`src/rtl/gpu_sdram_pkg.sv`:
```
// rtl/gpu_sdram_pkg.sv - shared SDRAM command encodings, init states and timing defaults
package gpu_sdram_pkg;

    // {RAS_n, CAS_n, WE_n}
    localparam logic [2:0] CMD_NOP = 3'b111;
    localparam logic [2:0] CMD_PRE = 3'b010;
    localparam logic [2:0] CMD_REF = 3'b001;
    localparam logic [2:0] CMD_MRS = 3'b000;
    localparam logic [2:0] CMD_ACT = 3'b011;
    localparam logic [2:0] CMD_RD  = 3'b101;
    localparam logic [2:0] CMD_WR  = 3'b100;

    localparam int INIT_WAIT_DEF   = 7200;
    localparam int LINE_ROUNDS_DEF = 288;

    typedef enum logic [2:0] {
        ST_WAIT,
        ST_PRE,
        ST_REF,
        ST_MRS,
        ST_RUN
    } init_state_t;

endpackage

```
`src/rtl/gpu_sdram_sched_if.sv`:
```
// rtl/gpu_sdram_sched_if.sv - slot-grid and init-command bundle shared by SDRAM clients
interface gpu_sdram_sched_if;
    logic        line_start;
    logic        init_done;
    logic        init_vld;
    logic [2:0]  init_cmd;
    logic [12:0] init_addr;
    logic [3:0]  ram_ph;
    logic [3:0]  ram_cyc;
    logic [8:0]  ram_ph_ctr;
    logic        ram_ref;

    modport master (
        input  line_start,
        output init_done, init_vld, init_cmd, init_addr,
        output ram_ph, ram_cyc, ram_ph_ctr, ram_ref
    );

    modport slave (
        output line_start,
        input  init_done, init_vld, init_cmd, init_addr,
        input  ram_ph, ram_cyc, ram_ph_ctr, ram_ref
    );
endinterface

```
`src/rtl/gpu_sdram_init.sv`:
```
// rtl/gpu_sdram_init.sv - SDRAM power-up FSM: wait, precharge-all, auto-refreshes, mode load
module gpu_sdram_init
    import gpu_sdram_pkg::*;
#(
    parameter int          INIT_WAIT = INIT_WAIT_DEF,
    parameter int          INIT_REFS = 8,
    parameter logic [12:0] MODE_REG  = 13'h0022
) (
    input  logic        clk,
    input  logic        rst,
    input  logic        round_end,
    output logic        init_done,
    output logic        init_vld,
    output logic [2:0]  init_cmd,
    output logic [12:0] init_addr
);

    generate
        if (INIT_WAIT < 1 || INIT_WAIT > 8191 || INIT_REFS < 1 || INIT_REFS > 255) begin : g_bad_cfg
            $error("gpu_sdram_init: INIT_WAIT or INIT_REFS out of range");
        end
    endgenerate

    init_state_t state;
    logic [12:0] wait_cnt;
    logic [7:0]  ref_cnt;

    // Commands are launched on the round-end edge so they appear on ram_cyc[0]&ram_ph[0].
    always_ff @(posedge clk or negedge rst) begin
        if (!rst) begin
            state     <= ST_WAIT;
            wait_cnt  <= '0;
            ref_cnt   <= '0;
            init_done <= 1'b0;
            init_vld  <= 1'b0;
            init_cmd  <= CMD_NOP;
            init_addr <= '0;
        end else begin
            init_vld  <= 1'b0;
            init_cmd  <= CMD_NOP;
            init_addr <= '0;
            case (state)
                ST_WAIT: begin
                    if (wait_cnt != 13'(INIT_WAIT)) begin
                        wait_cnt <= wait_cnt + 13'd1;
                    end else if (round_end) begin
                        state     <= ST_PRE;
                        init_vld  <= 1'b1;
                        init_cmd  <= CMD_PRE;
                        init_addr <= 13'h0400;
                    end
                end
                ST_PRE: state <= ST_REF;
                ST_REF: begin
                    if (round_end) begin
                        init_vld <= 1'b1;
                        init_cmd <= CMD_REF;
                        ref_cnt  <= ref_cnt + 8'd1;
                        if (ref_cnt == 8'(INIT_REFS - 1)) state <= ST_MRS;
                    end
                end
                ST_MRS: begin
                    if (round_end) begin
                        state     <= ST_RUN;
                        init_vld  <= 1'b1;
                        init_cmd  <= CMD_MRS;
                        init_addr <= MODE_REG;
                    end
                end
                ST_RUN:  init_done <= 1'b1;
                default: state <= ST_WAIT;
            endcase
        end
    end

endmodule

```
`src/rtl/gpu_sdram_sched.sv`:
```
// rtl/gpu_sdram_sched.sv - SDRAM slot-grid scheduler: phase/bank strobes, line round counter, refresh window
module gpu_sdram_sched
    import gpu_sdram_pkg::*;
#(
    parameter int          INIT_WAIT   = INIT_WAIT_DEF,
    parameter int          INIT_REFS   = 8,
    parameter int          LINE_ROUNDS = LINE_ROUNDS_DEF,
    parameter int          REF_START   = 256,
    parameter int          REF_ROUNDS  = 8,
    parameter logic [12:0] MODE_REG    = 13'h0022
) (
    input  logic              clk,
    input  logic              rst,
    gpu_sdram_sched_if.master bus
);

    generate
        if (LINE_ROUNDS < 1 || LINE_ROUNDS > 512 || REF_START + REF_ROUNDS > LINE_ROUNDS) begin : g_bad_cfg
            $error("gpu_sdram_sched: LINE_ROUNDS / refresh window out of range");
        end
    endgenerate

    logic [3:0] ph;
    logic [3:0] cyc;
    logic [8:0] ctr;
    logic [8:0] ctr_nxt;
    logic       pend;
    logic       ref_q;
    logic       done;
    logic       round_end;
    logic       in_window;

    assign round_end = cyc[3] & ph[3];

    gpu_sdram_init #(
        .INIT_WAIT (INIT_WAIT),
        .INIT_REFS (INIT_REFS),
        .MODE_REG  (MODE_REG)
    ) u_init (
        .clk       (clk),
        .rst       (rst),
        .round_end (round_end),
        .init_done (done),
        .init_vld  (bus.init_vld),
        .init_cmd  (bus.init_cmd),
        .init_addr (bus.init_addr)
    );

    // A line_start arriving on the round-end clock itself is honoured by that round end.
    always_comb begin
        ctr_nxt = ctr;
        if (done && round_end) begin
            if (pend || bus.line_start)            ctr_nxt = '0;
            else if (ctr == 9'(LINE_ROUNDS - 1))   ctr_nxt = '0;
            else                                   ctr_nxt = ctr + 9'd1;
        end
    end

    assign in_window = (ctr_nxt >= 9'(REF_START)) &&
                       ({1'b0, ctr_nxt} < 10'(REF_START + REF_ROUNDS));

    always_ff @(posedge clk or negedge rst) begin
        if (!rst) begin
            ph    <= 4'b0001;
            cyc   <= 4'b0001;
            ctr   <= '0;
            pend  <= 1'b0;
            ref_q <= 1'b0;
        end else begin
            ph    <= {ph[2:0], ph[3]};
            if (ph[3]) cyc <= {cyc[2:0], cyc[3]};
            ctr   <= ctr_nxt;
            ref_q <= done & in_window;
            if (!done || round_end) pend <= 1'b0;
            else if (bus.line_start) pend <= 1'b1;
        end
    end

    assign bus.ram_ph     = ph;
    assign bus.ram_cyc    = cyc;
    assign bus.ram_ph_ctr = ctr;
    assign bus.ram_ref    = ref_q;
    assign bus.init_done  = done;

endmodule

```
`src/flat_wrapper.sv`:
```
// flat-port wrapper written by rule: the top's interface ports become plain ports
module gpu_sdram_sched_flat import gpu_sdram_pkg::*;
#(
    parameter int          INIT_WAIT   = INIT_WAIT_DEF,
    parameter int          INIT_REFS   = 8,
    parameter int          LINE_ROUNDS = LINE_ROUNDS_DEF,
    parameter int          REF_START   = 256,
    parameter int          REF_ROUNDS  = 8,
    parameter logic [12:0] MODE_REG    = 13'h0022
)
  (clk, rst, bus_line_start, bus_init_done, bus_init_vld, bus_init_cmd, bus_init_addr, bus_ram_ph, bus_ram_cyc, bus_ram_ph_ctr, bus_ram_ref);
  gpu_sdram_sched_if bus_i ();
  input  logic clk;
  input  logic rst;
  input wire logic [$bits(bus_i.line_start)-1:0] bus_line_start;
  output wire logic [$bits(bus_i.init_done)-1:0] bus_init_done;
  output wire logic [$bits(bus_i.init_vld)-1:0] bus_init_vld;
  output wire logic [$bits(bus_i.init_cmd)-1:0] bus_init_cmd;
  output wire logic [$bits(bus_i.init_addr)-1:0] bus_init_addr;
  output wire logic [$bits(bus_i.ram_ph)-1:0] bus_ram_ph;
  output wire logic [$bits(bus_i.ram_cyc)-1:0] bus_ram_cyc;
  output wire logic [$bits(bus_i.ram_ph_ctr)-1:0] bus_ram_ph_ctr;
  output wire logic [$bits(bus_i.ram_ref)-1:0] bus_ram_ref;
  assign bus_i.line_start = bus_line_start;
  assign bus_init_done = bus_i.init_done;
  assign bus_init_vld = bus_i.init_vld;
  assign bus_init_cmd = bus_i.init_cmd;
  assign bus_init_addr = bus_i.init_addr;
  assign bus_ram_ph = bus_i.ram_ph;
  assign bus_ram_cyc = bus_i.ram_cyc;
  assign bus_ram_ph_ctr = bus_i.ram_ph_ctr;
  assign bus_ram_ref = bus_i.ram_ref;
  gpu_sdram_sched #(.INIT_WAIT(INIT_WAIT), .INIT_REFS(INIT_REFS), .LINE_ROUNDS(LINE_ROUNDS), .REF_START(REF_START), .REF_ROUNDS(REF_ROUNDS), .MODE_REG(MODE_REG)) u_core (.clk(clk), .rst(rst), .bus(bus_i));
endmodule
```
`config.mk`:
```
export PLATFORM = sky130hd
export DESIGN_NAME = gpu_sdram_sched_flat
export DESIGN_NICKNAME = d
export VERILOG_FILES = /design/src/rtl/gpu_sdram_pkg.sv /design/src/rtl/gpu_sdram_sched_if.sv /design/src/rtl/gpu_sdram_init.sv /design/src/rtl/gpu_sdram_sched.sv /design/src/flat_wrapper.sv
export SDC_FILE = /design/constraint.sdc
export NUM_CORES = 1
export LEC_CHECK = 0
export BUFFER_PORTS_ARGS = -buffer_cell sky130_fd_sc_hd__clkbuf_2
export CORE_ASPECT_RATIO = 1.4
export CORE_MARGIN = 5
export CORE_UTILIZATION = 31
export DETAILED_ROUTE_END_ITERATION = 10
export GPL_ROUTABILITY_DRIVEN = 0
export HOLD_SLACK_MARGIN = 0.06
export SLEW_MARGIN = 15
export SYNTH_ARGS = -nofsm -noshare
export SYNTH_HDL_FRONTEND = slang
export SYNTH_SLANG_ARGS = --single-unit
```
`constraint.sdc`:
```
create_clock -name clk -period 2.7 [get_ports clk]
set_input_delay 0.135 -clock clk [delete_from_list [all_inputs] [get_ports clk]]
set_output_delay 0.135 -clock clk [all_outputs]
set_load 0.01 [all_outputs]
```
==> results.json, run 1 <==
{
  "worstPathCellList": "ha_1 -> nand4_2 -> nor2_1 -> a211o_1 -> a211o_1 -> nor4b_4",
  "vdd_ir_drop_max_mv": 0.180,
  "grt_pass1_vias": 1518,
  "synth_warnings": 0,
  "drtIter0Drc": 80,
  "portBuffers": 28,
  "min-delay-start": "bus_line_start",
  "wl_per_cell_um": 12.7,
  "firstDrtPassIters": 4,
  "die_h_um": 111,
  "grt_max_degree": 27,
  "path_common_cell": "a211o_1",
  "start_util_pct": 31.4,
  "syn_area_sq_um": 2280,
  "worstMarginPinSlew_ns": 0.646,
  "syn_area_per_cell_sq_um": 11.2,
  "most-common-layout-cells": "45 x dfrtp_1, 28 x clkbuf_2, 18 x nand2_1, 14 x nand3_1",
  "post_cts_buffers": 0,
  "gr-usage-all-layers_pct": 9.92,
  "outcome": "finished clean",
  "crit_path_max_incr_delay_ns": 0.44,
  "slew_headroom_pct": 56.9,
  "core_sq_um": 7270,
  "cts_tree": "built",
  "tns_ns": 0,
  "critical_path.slowest_cell": "dfrtp_1",
  "crit_type": "register to register",
  "clockBufferDepth": 2,
  "fin_skew_ns": 0.0135,
  "antenna_found_initial": 0,
  "power_density_nw_per_um2": 495,
  "netlist_instances": 203,
  "ys_seq_elements": 50,
  "ios": 39,
  "ys_seq_area_share_pct": 55.1,
  "max_freq_ghz": 0.512,
  "synthToLayoutAreaGrowth_pct": 14.3,
  "arrival_ns": 2.17,
  "drc": 0,
  "cp-startpoint": "u_core.bus.ram_ph_ctr[0]",
  "finalHoldViolCount": 0,
  "die-width_um": 82.5,
  "grt_pass1_wl_mm": 7.22,
  "layout_commonest_cell": "dfrtp_1",
  "cts_max_level": 2,
  "num_vias": 1557,
  "cp-end-kind": "register",
  "hpwl_mm": 3.20,
  "hold_class": "primary input to register",
  "p_leak_nw": 1.29,
  "drv_slew": 0,
  "required_ns": 2.92,
  "drive_above_1_share_pct": 22.7,
  "fin_crit_sh_pct": 72.4,
  "grt-ovfl-total": 0,
  "fin_crit_ns": 1.95,
  "cts.sinks": 50,
  "worstPathMaxFanout": 6,
  "crit_path_start_kind": "register",
  "cts_root_buf": "clkbuf_8",
  "setup_viol": 0,
  "holdBufCountCts": 1,
  "yosysUniqueCellTypes": 41,
  "ant_nets": 0,
  "fp-row-count": 37,
  "viasPerCell": 4.65,
  "rsz0062_at_grt": "false",
  "r2r_start": "u_core.bus.ram_ph_ctr[0]",
  "wirelength_mm": 4.26,
  "clock_latency_ns": 0.30,
  "final_util_pct": 35.9,
  "maxCapViolCount": 0,
  "cts_resized": 0,
  "dieArea_sq_um": 9200,
  "n_antenna_cell": 0,
  "clk_pin_slew_worst_paths_ns": 0.09,
  "cts_buffers": 5,
  "final_nets": 244
}
==> state kept, by name, summed over array words and instances (netlist names) <==
| signal | count |
|---|---|
| u_core.u_init.wait_cnt | 13 |
| u_core.bus.ram_ph_ctr | 9 |
| u_core.u_init.ref_cnt | 8 |
| u_core.bus.ram_cyc | 4 |
| u_core.bus.ram_ph | 4 |
| u_core.u_init.init_cmd | 3 |
| u_core.u_init.state | 3 |
| u_core.u_init.init_addr | 2 |
| u_core.bus.ram_ref | 1 |
| u_core.pend | 1 |
| u_core.u_init.init_done | 1 |
| u_core.u_init.init_vld | 1 |
==> worst paths after layout <==
path	slack (ns)	end	depth (start not counted)
min reg2reg	0.38	u_core.bus.ram_ph[2]	0
min	0.20	u_core.bus.ram_ph_ctr[2]	4
max in group asynchronous	1.58	u_core.u_init.init_cmd[0]	3
max	0.75	u_core.bus.ram_ref	6
min in group asynchronous	0.38	u_core.bus.ram_ph_ctr[0]	2
max reg2reg	0.75	u_core.bus.ram_ref	6
==> area by class of cell <==
class	count	area, sq um
Inverter	7	26.3
Timing Repair Buffer	31	165
Multi-Input combinational cell	142	930
Clock inverter	1	30.0
Sequential cell	50	1260
Tap cell	97	121
Clock buffer	7	76.3
Fill cell	750	4660
==> synthesized netlist by cell type <==
master	count	area share [%]
nor3_1	5	1.1
nand2_2	1	0.27
mux2_2	4	2.0
dfstp_2	5	5.8
and3_1	9	2.5
inv_2	1	0.16
o21ai_4	1	0.71
a21o_1	5	1.6
nor4b_4	1	1.0
o211ai_2	1	0.55
or3_1	1	0.27
conb_1	1	0.16
a21oi_1	1	0.22
nand2_1	18	3.0
ha_1	4	2.2
o41ai_1	2	0.77
and2_1	1	0.27
nor4_1	2	0.55
nor2_2	1	0.27
nor4b_1	1	0.38
xor2_1	7	2.7
nor2_1	13	2.1
mux2i_1	1	0.44
o21ai_0	10	2.2
a32o_1	1	0.44
nor3b_2	1	0.55
buf_6	1	0.49
nand3_1	14	3.1
nand4_1	2	0.55
nand4_2	1	0.55
and4_1	2	0.77
xnor2_1	13	5.0
or4b_4	1	0.60
nor3b_1	1	0.33
and3b_1	1	0.38
a31oi_1	2	0.55
a211o_1	2	0.77
dfrtp_1	45	49
buf_4	12	3.9
o21ai_1	2	0.44
inv_1	6	0.99
==> through the flow <==
stage / std cells / worst slack [ns] / hold WS, ns / cell area [sq um] / power [mW]
6_report: 335 / 0.745 / 0.200 / 2610 / 1.29
5_1_grt: 335 / 0.603 / 0.250 / 2610 / 1.34
4_1_cts: 335 / 0.738 / 0.199 / 2610 / 1.31
3_5_place_dp: 326 / 0.754 / 0.188 / 2490 / 0.792
3_3_place_gp: 326 / 0.786 / 0.192 / 2490 / 0.792
2_1_floorplan: 212 / 0.849 / -0.161 / 2310 / 0.784
==> worst max-delay path, delay by kind of cell, from the launching register on <==
kind / cells / cell delay (ns)
flip-flops: 1 / 0.44
AND/OR/NAND/NOR: 3 / 0.51
adder cells (fa/ha/maj): 1 / 0.27
AO/OA/AOI/OAI: 2 / 0.64
==> report_power, final <==
part           leakage (nW)  total (mW)  switching (mW)  internal (mW)
clock network        0.0524       0.512           0.234          0.277
logic                 0.590      0.0294          0.0243        0.00509
registers             0.651       0.749               0          0.749
total                  1.29        1.29           0.259           1.03
==> kinds of logic after synthesis <==
| group | count (synthesis) | share of synthesized area [%] |
|---|---|---|
| AOI/OAI and AO/OA | 27 | 8.28 |
| DFF | 50 | 55.1 |
| xor gates and xnor gates | 20 | 7.68 |
| muxes | 5 | 2.41 |
| buffers and inverters | 20 | 5.60 |
| and+or+nand+nor | 76 | 18.5 |
| other | 1 | 0.164 |
| adders and majority gates | 4 | 2.19 |
==> layer usage <==
| metal | part of all wire (%) | vias to the layer above | GRT usage [%] |
|---|---|---|---|
| met5 | 0 | - | 0 |
| met4 | 1.1 | 0 | 2.94 |
| met3 | 5.0 | 4 | 2.67 |
| met2 | 52 | 34 | 17.0 |
| met1 | 42 | 764 | 11.9 |
| li1 | - | 755 | - |
No activity file was read; power rests on OpenSTA's default activity.
==> inputs of run 2 (changes only) <==
- ABC_AREA: unset -> 1
- clock period: 2.7 -> 2.02 ns (I/O delays scaled with it)
==> run 2 against run 1 <==
Effect of this change: worst hold slack got worse by 0.00057 ns; synthesized cell count rose by 53%; combinational power rose by 33%; power rose by 54%; first-iteration DRC count fell by 10%; register-to-register slack got worse by 0.45 ns; critical endpoint is now u_core.u_init.wait_cnt[11].
==> results.json, run 2 <==
{
  "fin_worst_hold_slack_ns": 0.200,
  "num_vias": 1948,
  "crit_type": "register to register",
  "synth_commonest_cells": "75 x nand2_1, 45 x dfrtp_1, 40 x inv_1, 29 x nor2_1, 21 x nand3_1",
  "start_util_pct": 32.0,
  "grt_pass1_wl_mm": 8.70,
  "cts_resized": 0,
  "cts_root_buf": "clkbuf_16",
  "pwr-share-seq_pct": 50.4,
  "cts_max_level": 2,
  "viasPerCell": 4.39,
  "n_antenna_cell": 0,
  "fp-row-count": 39,
  "synth_top_area_share_pct": 42.7,
  "cts.sinks": 50,
  "clk_pin_slew_worst_paths_ns": 0.07,
  "cts_buffers": 5,
  "vdd_ir_drop_max_mv": 0.397,
  "yosysMostFrequentCell": "nand2_1",
  "cp-end-kind": "register",
  "place_ws_ns": 0.327,
  "drive_above_1_share_pct": 20.2,
  "core_sq_um": 8250,
  "layout_commonest_cell": "nand2_1",
  "firstDrtPassIters": 4,
  "wirelength_mm": 5.01,
  "p_int_mw": 1.59,
  "grt_pass1_vias": 1922,
  "setup_viol": 0,
  "most-common-layout-cells": "75 x nand2_1, 45 x dfrtp_1, 40 x inv_1, 29 x nor2_1, 28 x clkbuf_2",
  "ff_latch_area_sq_um": 1260,
  "syn_area_sq_um": 2640,
  "antenna_found_initial": 0,
  "grt-ovfl-total": 0,
  "ys_seq_area_share_pct": 47.7,
  "wl_per_cell_um": 11.3,
  "syn_area_per_cell_sq_um": 8.51,
  "worstMarginPinSlew_ns": 0.640,
  "final_nets": 348,
  "drc": 0,
  "max_freq_ghz": 0.579,
  "placedCellCount": 435,
  "p_sw_share_pct": 19.8,
  "arrival_ns": 1.90,
  "fillers": 841,
  "rsz0062_at_grt": "false",
  "final_util_pct": 36.4,
  "die_h_um": 119,
  "ys.flop_type": "dfrtp_1",
  "dieArea_sq_um": 10500,
  "power_density_nw_per_um2": 662,
  "clockBufferDepth": 2,
  "yosysTopAreaCell": "dfrtp_1",
  "required_ns": 2.20,
  "netlist_instances": 310,
  "synth_warnings": 0,
  "fin_crit_sh_pct": 85.5,
  "yosysUniqueCellTypes": 34,
  "slew_headroom_pct": 57.3,
  "final_cell_count_no_fill": 444,
  "ant_nets": 0,
  "setup_ws_ns": 0.293,
  "cts_tree": "built",
  "outcome": "finished clean",
  "p_leak_nw": 1.54,
  "async_flop_share_pct": 100,
  "regMostFlops": "u_core.u_init.wait_cnt",
  "clock_latency_ns": 0.29,
  "drv_slew": 0,
  "maxCapViolCount": 0,
  "gr-usage-all-layers_pct": 10.5,
  "synth_edf_count": 0,
  "p_switching_uw": 393,
  "p_clk_share_pct": 47.6,
  "tns_ns": 0,
  "comb_power_share_pct": 2.0,
  "synthToLayoutAreaGrowth_pct": 13.7,
  "fin_crit_ns": 1.73,
  "worstPathMaxFanout": 16,
  "ios": 39,
  "crit_path_start_kind": "register",
  "yosys-top-cells-area": "dfrtp_1 43%, nand2_1 11%, inv_1 5.7%",
  "hold_class": "primary input to register",
  "largest_reg_flops": 13,
  "ys_seq_elements": 50,
  "multi_input_area_sq_um": 1120,
  "finalHoldViolCount": 0,
  "grt_max_degree": 51,
  "die-width_um": 88.0,
  "drtIter0Drc": 72,
  "fin_skew_ns": 0.00398,
  "portBuffers": 28,
  "hpwl_mm": 3.87
}
[run 2: cell types whose count changed after synthesis, moves of 5 or more]
| cell | previous run | this run |
|---|---|---|
| xnor2_1 | 13 | 4 |
| nand2_1 | 18 | 75 |
| nor2_1 | 13 | 29 |
| o21ai_1 | 2 | 7 |
| a21o_1 | 5 | 0 |
| nand3_1 | 14 | 21 |
| and3_1 | 9 | 0 |
| inv_1 | 6 | 40 |
[run 2: worst paths after layout]
kind | from | to | slack [ns] | cells after the start
worst max-delay path | u_core.u_init.wait_cnt[0] | u_core.u_init.wait_cnt[11] | 0.29 | 9
worst min-delay path | bus_line_start | u_core.pend | 0.20 | 3
worst max register to register | u_core.u_init.wait_cnt[0] | u_core.u_init.wait_cnt[11] | 0.29 | 9
worst min register to register | u_core.bus.ram_ph[1] | u_core.bus.ram_ph[2] | 0.37 | 0
max in group asynchronous | rst | u_core.u_init.wait_cnt[3] | 1.12 | 3
min in group asynchronous | rst | u_core.bus.ram_ph_ctr[0] | 0.44 | 3
[run 2: worst max-delay path, stage by stage (launching register included)]
cell and delay [ns]:
dfrtp_1 0.42, inv_1 0.13, ha_1 0.17, nand2_1 0.05
nor2_1 0.14, nand3_1 0.11, nand2_2 0.23, inv_2 0.19
o21ai_1 0.12, nand2_1 0.06
[run 2: cells by family after synthesis]
group | Yosys count | share of synthesized area, %
XOR/XNOR | 14 | 4.65
other | 1 | 0.142
AND/OR/NAND/NOR | 158 | 29.0
multiplexers | 2 | 0.853
buffers and inverters | 59 | 11.1
flip-flops | 50 | 47.7
adder cells (fa/ha/maj) | 4 | 1.90
AO/OA/AOI/OAI | 22 | 4.74
[run 2: layout make-up]
| class | count | area share (%) |
|---|---|---|
| sequential | 50 | 41.9 |
| multi-input combinational | 210 | 37.4 |
| timing repair buffer | 31 | 5.50 |
| inverter | 43 | 5.38 |
| clock buffer | 6 | 4.30 |
| tap | 102 | 4.25 |
| clock inverter | 2 | 1.25 |
[run 2: per-layer routing]
layer  global-route usage, %  part of all wire (%)  vias up
li1                        -                     -     1005
met1                    11.9                    40      891
met2                    18.3                    52       41
met3                    2.76                   5.8       11
met4                    4.03                   2.1        0
met5                       0                     0        -
[run 2: repair_timing]
action,in CTS,in global routing
hold buffers,1,0
hold endpoints to repair,45,0
buffers inserted,0,0
[run 2: power groups by stage]
stage / combinational, mW / sequential (mW) / clock, mW
6_report: 0.0390 / 1.00 / 0.945
5_1_grt: 0.0457 / 1.00 / 1.02
4_1_cts: 0.0405 / 1.00 / 0.975
3_5_place_dp: 0.0389 / 1.02 / 0
3_3_place_gp: 0.0384 / 1.02 / 0
2_1_floorplan: 0.0284 / 1.02 / 0
[run 2: metrics by stage]
step           power, mW  cell area [sq um]
2_1_floorplan       1.05               2670
3_3_place_gp        1.06               2820
3_5_place_dp        1.06               2820
4_1_cts             2.02               3000
5_1_grt             2.07               3000
6_report            1.99               3000
